File: config.mk
export PLATFORM = sky130hd
export DESIGN_NAME = fft_result_reader_flat
export DESIGN_NICKNAME = d
export VERILOG_FILES = /design/src/rtl/fft_result_reader_if.sv /design/src/rtl/fft_result_reader.sv /design/src/flat_wrapper.sv
export SDC_FILE = /design/constraint.sdc
export NUM_CORES = 1
export LEC_CHECK = 0
export ABC_AREA = 1
export CORE_MARGIN = 2
export CORE_UTILIZATION = 33
export DETAILED_ROUTE_END_ITERATION = 8
export GPL_ROUTABILITY_DRIVEN = 0
export PLACE_DENSITY = 0.66
export SYNTH_ARGS = -nofsm -noshare
export SYNTH_HDL_FRONTEND = slang
export SYNTH_SLANG_ARGS = --single-unit
File: constraint.sdc
create_clock -name clk -period 1.9 [get_ports clk]
set_input_delay 0.38 -clock clk [delete_from_list [all_inputs] [get_ports clk]]
set_output_delay 0.38 -clock clk [all_outputs]
set_load 0.02 [all_outputs]
File: src/rtl/fft_result_reader_if.sv
// Result-memory read port and output stream of fft_result_reader.
// master = the reader; slave = memory plus downstream consumer.
interface fft_result_reader_if #(
  parameter int ADDR_W = 12,
  parameter int DATA_W = 32
);
  logic              rd_en;
  logic [ADDR_W-1:0] rd_addr;
  logic [DATA_W-1:0] rd_data;
  logic              m_valid;
  logic              m_ready;
  logic [DATA_W-1:0] m_data;
  logic              m_last;

  modport master (
    output rd_en, rd_addr, m_valid, m_data, m_last,
    input  rd_data, m_ready
  );

  modport slave (
    input  rd_en, rd_addr, m_valid, m_data, m_last,
    output rd_data, m_ready
  );
endinterface

File: src/rtl/fft_result_reader.sv
// Streams a finished FFT frame from the result memory through a 2-entry output FIFO.
// Optional macro FFT_RESULT_READER_MAG_EN: emit |re|+|im| instead of the raw complex word.
module fft_result_reader #(
  parameter int ADDR_W = 12,
  parameter int DATA_W = 32
) (
  input  logic                clk,
  input  logic                nrst,
  input  logic                ce,
  input  logic [ADDR_W-1:0]   sample_num,
  input  logic                calc_done,
  fft_result_reader_if.master bus,
  output logic                busy,
  output logic                frame_done,
  output logic [1:0]          state
);

  typedef enum logic [1:0] {
    IDLE   = 2'b00,
    STREAM = 2'b01,
    DONE   = 2'b10
  } state_e;

  localparam int                H     = DATA_W / 2;
  localparam logic [ADDR_W-1:0] ONE_A = 1;

  state_e                 state_q, state_d;
  logic [ADDR_W-1:0]      n_q, n_d;
  logic [ADDR_W-1:0]      addr_q, addr_d;
  logic                   inflight_q, inflight_d;
  logic                   inflight_last_q, inflight_last_d;
  logic [1:0][DATA_W-1:0] fifo_data_q, fifo_data_d;
  logic [1:0]             fifo_last_q, fifo_last_d;
  logic [1:0]             cnt_q, cnt_d;

  logic              rd_en, push, pop;
  logic [DATA_W-1:0] wdata;

`ifdef FFT_RESULT_READER_MAG_EN
  localparam logic [H-1:0] ONE_H = 1;
  logic [H-1:0] re_abs, im_abs;
  logic [H:0]   mag;

  // An H-bit unsigned abs holds 2^(H-1) exactly, so the most negative input needs no special case.
  assign re_abs = bus.rd_data[DATA_W-1] ? (~bus.rd_data[DATA_W-1:H] + ONE_H) : bus.rd_data[DATA_W-1:H];
  assign im_abs = bus.rd_data[H-1]      ? (~bus.rd_data[H-1:0] + ONE_H)      : bus.rd_data[H-1:0];
  assign mag    = {1'b0, re_abs} + {1'b0, im_abs};
  assign wdata  = {{(DATA_W-H-1){1'b0}}, mag};
`else
  assign wdata  = bus.rd_data;
`endif

  // Capping occupancy+in-flight at 2 keeps the FIFO lossless without looking at m_ready.
  assign rd_en = (state_q == STREAM) && (addr_q < n_q) &&
                 ((cnt_q + {1'b0, inflight_q}) < 2'd2);
  assign push  = inflight_q;
  assign pop   = (cnt_q != 2'd0) && bus.m_ready;

  always_comb begin
    // NOTE: every variable gets a default first so no path leaves it unassigned (no latches).
    state_d         = state_q;
    n_d             = n_q;
    addr_d          = addr_q;
    inflight_d      = 1'b0;
    inflight_last_d = 1'b0;
    fifo_data_d     = fifo_data_q;
    fifo_last_d     = fifo_last_q;
    cnt_d           = cnt_q;

    unique case (state_q)
      IDLE: begin
        if (calc_done) begin
          n_d     = sample_num;
          addr_d  = '0;
          cnt_d   = '0;
          state_d = (sample_num == '0) ? DONE : STREAM;
        end
      end

      STREAM: begin
        if (rd_en) addr_d = addr_q + ONE_A;
        inflight_d      = rd_en;
        inflight_last_d = rd_en && (addr_q == n_q - ONE_A);

        unique case ({push, pop})
          2'b11: begin
            if (cnt_q == 2'd2) begin
              fifo_data_d[0] = fifo_data_q[1];
              fifo_last_d[0] = fifo_last_q[1];
              fifo_data_d[1] = wdata;
              fifo_last_d[1] = inflight_last_q;
            end else begin
              fifo_data_d[0] = wdata;
              fifo_last_d[0] = inflight_last_q;
            end
          end
          2'b01: begin
            fifo_data_d[0] = fifo_data_q[1];
            fifo_last_d[0] = fifo_last_q[1];
            cnt_d          = cnt_q - 2'd1;
          end
          2'b10: begin
            fifo_data_d[cnt_q[0]] = wdata;
            fifo_last_d[cnt_q[0]] = inflight_last_q;
            cnt_d                 = cnt_q + 2'd1;
          end
          default: ;
        endcase

        if (pop && fifo_last_q[0]) state_d = DONE;
      end

      DONE:    state_d = IDLE;
      default: state_d = IDLE;
    endcase
  end

  always_ff @(posedge clk or negedge nrst) begin
    if (!nrst) begin
      state_q         <= IDLE;
      n_q             <= '0;
      addr_q          <= '0;
      inflight_q      <= 1'b0;
      inflight_last_q <= 1'b0;
      // NOTE: FIFO storage is reset too, because m_data must read 0 while in reset.
      fifo_data_q     <= '0;
      fifo_last_q     <= '0;
      cnt_q           <= '0;
    end else if (ce) begin
      // NOTE: state registers use non-blocking assignments so all update together on the edge.
      state_q         <= state_d;
      n_q             <= n_d;
      addr_q          <= addr_d;
      inflight_q      <= inflight_d;
      inflight_last_q <= inflight_last_d;
      fifo_data_q     <= fifo_data_d;
      fifo_last_q     <= fifo_last_d;
      cnt_q           <= cnt_d;
    end
  end

  assign bus.rd_en   = rd_en;
  assign bus.rd_addr = addr_q;
  assign bus.m_valid = (cnt_q != 2'd0);
  assign bus.m_data  = fifo_data_q[0];
  assign bus.m_last  = fifo_last_q[0] && (cnt_q != 2'd0);
  assign busy        = (state_q != IDLE);
  assign frame_done  = (state_q == DONE);
  assign state       = state_q;

endmodule

File: src/flat_wrapper.sv
// flat-port wrapper written by rule: the top's interface ports become plain ports
module fft_result_reader_flat 
#(
  parameter int ADDR_W = 12,
  parameter int DATA_W = 32
)
  (clk, nrst, ce, sample_num, calc_done, busy, frame_done, state, bus_rd_en, bus_rd_addr, bus_m_valid, bus_m_data, bus_m_last, bus_rd_data, bus_m_ready);
  fft_result_reader_if #(.ADDR_W(ADDR_W), .DATA_W(DATA_W)) bus_i ();
  input  logic clk;
  input  logic nrst;
  input  logic ce;
  input  logic [ADDR_W-1:0] sample_num;
  input  logic calc_done;
  output logic busy;
  output logic frame_done;
  output logic [1:0] state;
  output wire logic [$bits(bus_i.rd_en)-1:0] bus_rd_en;
  output wire logic [$bits(bus_i.rd_addr)-1:0] bus_rd_addr;
  output wire logic [$bits(bus_i.m_valid)-1:0] bus_m_valid;
  output wire logic [$bits(bus_i.m_data)-1:0] bus_m_data;
  output wire logic [$bits(bus_i.m_last)-1:0] bus_m_last;
  input wire logic [$bits(bus_i.rd_data)-1:0] bus_rd_data;
  input wire logic [$bits(bus_i.m_ready)-1:0] bus_m_ready;
  assign bus_rd_en = bus_i.rd_en;
  assign bus_rd_addr = bus_i.rd_addr;
  assign bus_m_valid = bus_i.m_valid;
  assign bus_m_data = bus_i.m_data;
  assign bus_m_last = bus_i.m_last;
  assign bus_i.rd_data = bus_rd_data;
  assign bus_i.m_ready = bus_m_ready;
  fft_result_reader #(.ADDR_W(ADDR_W), .DATA_W(DATA_W)) u_core (.clk(clk), .nrst(nrst), .ce(ce), .sample_num(sample_num), .calc_done(calc_done), .bus(bus_i), .busy(busy), .frame_done(frame_done), .state(state));
endmodule
==> results.json <==
{
  "hold_end": "u_core.fifo_data_q[40]",
  "whs_path_depth": 2,
  "grt_usage_pct": 17.3,
  "portBuffers": 99,
  "end_kind": "output port",
  "final_common_cell": "nand2_1",
  "rows": 49,
  "syn_to_final_growth_pct": 38.7,
  "grt_first_pass_wirelength_mm": 27.1,
  "max_slew_margin_pct": 69.1,
  "rsz0062_at_grt": "yes",
  "irDropWorstVdd_uv": 955,
  "path_clk_slew_ns": 0.07,
  "drc": 0,
  "clock_skew_ns": 0.00803,
  "cts_root_buffer": "clkbuf_16",
  "crit_fanout": 2,
  "clk_latency_ns": 0.36,
  "status": "finished, violations left",
  "hp-class": "flip-flop to flip-flop",
  "worstSetupPathType": "flip-flop to output port",
  "detailed_place_hpwl_mm": 11.9,
  "rr_endpoint": "u_core.bus.rd_addr[2]",
  "synth_fp_nets": 869,
  "cts_buffer_depth": 2,
  "p_leak_nw": 3.99,
  "grt_max_degree": 46,
  "drtIter0Drc": 508,
  "hold_start": "u_core.fifo_data_q[40]",
  "critPathLaunchType": "flip-flop",
  "max_freq_ghz": 0.477,
  "cap_violations": 0,
  "min_period_over_period_pct": 110,
  "cts_buffers": 9,
  "reg2regPathDepth": 14,
  "num_antenna_cells": 0,
  "netlist_area_um2": 6090,
  "synth-seq-area-share_pct": 39.4,
  "drtAntennaViolNets": 0,
  "yosysWarningCount": 0,
  "grt-ovfl-total": 0,
  "worstPathRequired_ns": 1.52,
  "cts_tree": "done",
  "period_minus_slack_ns": 2.10,
  "die_x_um": 140,
  "netlist_instances": 802,
  "die_h_um": 140,
  "ys_ff_latch": 96,
  "finish.instance_area_um2": 8450,
  "post_drt_wl_per_cell_um": 15.7,
  "synth.avg_cell_area_um2": 7.60,
  "cts_num_sinks": 96,
  "r2r_start": "u_core.bus.rd_addr[1]",
  "vias_per_cell": 5.00,
  "tightest_slew_ns": 0.463,
  "hold_viol_final": 0,
  "setup_viol": 9,
  "regToRegSetupSlack_ns": -0.10,
  "fin_util_pct": 46.9,
  "layout_common_cells": "nand2_1 (151), inv_1 (129), dfrtp_1 (94), o21ai_0 (85), clkdlybuf4s50_1 (82)",
  "dr_total_vias": 5835,
  "power_density_nw_per_um2": 1560,
  "first_pass_iters": 5,
  "ioPinCount": 100,
  "drv_slew": 0,
  "setup_ws_ns": -0.198,
  "core_area_um2": 18000,
  "fin_nets": 999,
  "synthDistinctLibCells": 32,
  "grt_pass1_vias": 5324,
  "layout-drive-gt1-share_pct": 18.4,
  "violations": "setup timing",
  "h-tree-depth": 3,
  "start_util_pct": 33.8,
  "totalWireLength_mm": 18.3,
  "place_area_um2": 7600,
  "die-area_um2": 19600,
  "antenna_found_initial": 0,
  "arrival_ns": 1.72
}
[cell families after synthesis]
group / count (synthesis) / share of synthesized area, %
AOI/OAI and AO/OA: 184 / 19.2
xor gates and xnor gates: 18 / 2.59
adders and majority gates: 18 / 3.70
buffers and inverters: 216 / 16.7
DFF: 96 / 39.4
and+or+nand+nor: 270 / 18.4
[Yosys cell counts]
master	number	area share [%]
nand2_1	166	10
o21ai_0	97	8.0
dfrtp_1	96	39
o21ai_1	8	0.66
buf_2	9	0.74
clkbuf_2	1	0.082
xor2_1	12	1.7
o221ai_1	33	4.7
nor4_1	3	0.31
o21ai_2	1	0.14
a21oi_1	7	0.57
o22ai_1	1	0.10
inv_1	142	8.7
nand3b_1	1	0.12
xnor2_1	6	0.86
nand3_2	1	0.16
o211ai_1	33	4.1
o21bai_1	2	0.25
clkbuf_1	16	0.99
a311oi_4	1	0.43
nand2_2	2	0.21
nor2_2	1	0.10
buf_6	7	1.3
nor2_1	38	2.3
nor3_1	8	0.66
nand3_1	46	3.8
buf_4	38	4.7
o2111ai_2	1	0.25
inv_2	3	0.18
nand4_1	3	0.31
ha_1	18	3.7
nor2_4	1	0.18
[power breakdown]
group          switching [W]  internal (W)  total [W]
clock               0.000886      0.000918    0.00180
sequential          0.000481       0.00289    0.00337
combinational        0.00448       0.00356    0.00803
[worst max path at each step]
stage,to,from,cells past startpoint
6_report,bus_rd_en,u_core.bus.rd_addr[5],9
5_1_grt,bus_rd_en,u_core.n_q[11],10
4_1_cts,bus_rd_en,u_core.bus.rd_addr[11],9
3_5_place_dp,u_core.bus.m_data[10],bus_m_ready,8
3_3_place_gp,bus_rd_en,u_core.bus.rd_addr[10],9
2_1_floorplan,u_core.fifo_last_q[0],u_core.cnt_q[0],10
[timing repair]
item | in CTS | in global routing
pin swaps | 1 | 24
hold buffers | 1 | 0
resized for setup | 23 | 84
endpoints found under the hold margin | 29 | 0
cloned | 0 | 8
endpoints found under the setup margin | 77 | 87
buffers inserted | 0 | 9
[through the flow]
stage / setup TNS [ns] / instances / worst slack (ns) / power, W / hold WS [ns]
floorplan: 0 / 802 / 0.0489 / 0.00793 / 0.0844
global placement: -17.06 / 1132 / -0.297 / 0.0103 / 0.359
detailed placement: -19.18 / 1132 / -0.344 / 0.0104 / 0.366
CTS: -0.174 / 1149 / -0.174 / 0.0123 / 0.493
global route: -1.77 / 1166 / -0.280 / 0.0142 / 0.508
finish: -0.570 / 1166 / -0.198 / 0.0132 / 0.488
[registers in the layout, summed over array words and instances (netlist names)]
name / cells
u_core.fifo_data_q: 32
u_core.fifo_last_q: 2
u_core.inflight_q: 1
u_core.cnt_q: 2
u_core.state: 2
u_core.n_q: 12
u_core.inflight_last_q: 1
u_core.bus.rd_addr: 12
u_core.bus.m_data: 32
[cell type report]
cell class                 instances  area, um^2
clock buffer                       9         225
timing repair buffer             189        1970
sequential                        96        2400
fill                            1754        9580
timing repair inverter             1        11.3
clock inverter                     7        63.8
tap                              229         287
multi-input combinational        490        2940
inverter                         145         557
[critical path, cell delays in order, from the launching register on]
cell and delay [ns]:
dfrtp_1 0.45, ha_4 0.30, nand2_1 0.05, nand2_1 0.06, nand3_1 0.06, nand2_1 0.11
nand2_2 0.07, nand3_2 0.10, inv_2 0.05, buf_6 0.12
[metal layers]
metal,GRT usage [%],vias up,part of all wire (%)
met1,23.5,2729,45
li1,-,2868,-
met4,5.68,0,1.6
met5,0,-,0
met3,3.48,26,7.0
met2,27.7,212,47
(Power assumes the default switching activity.)
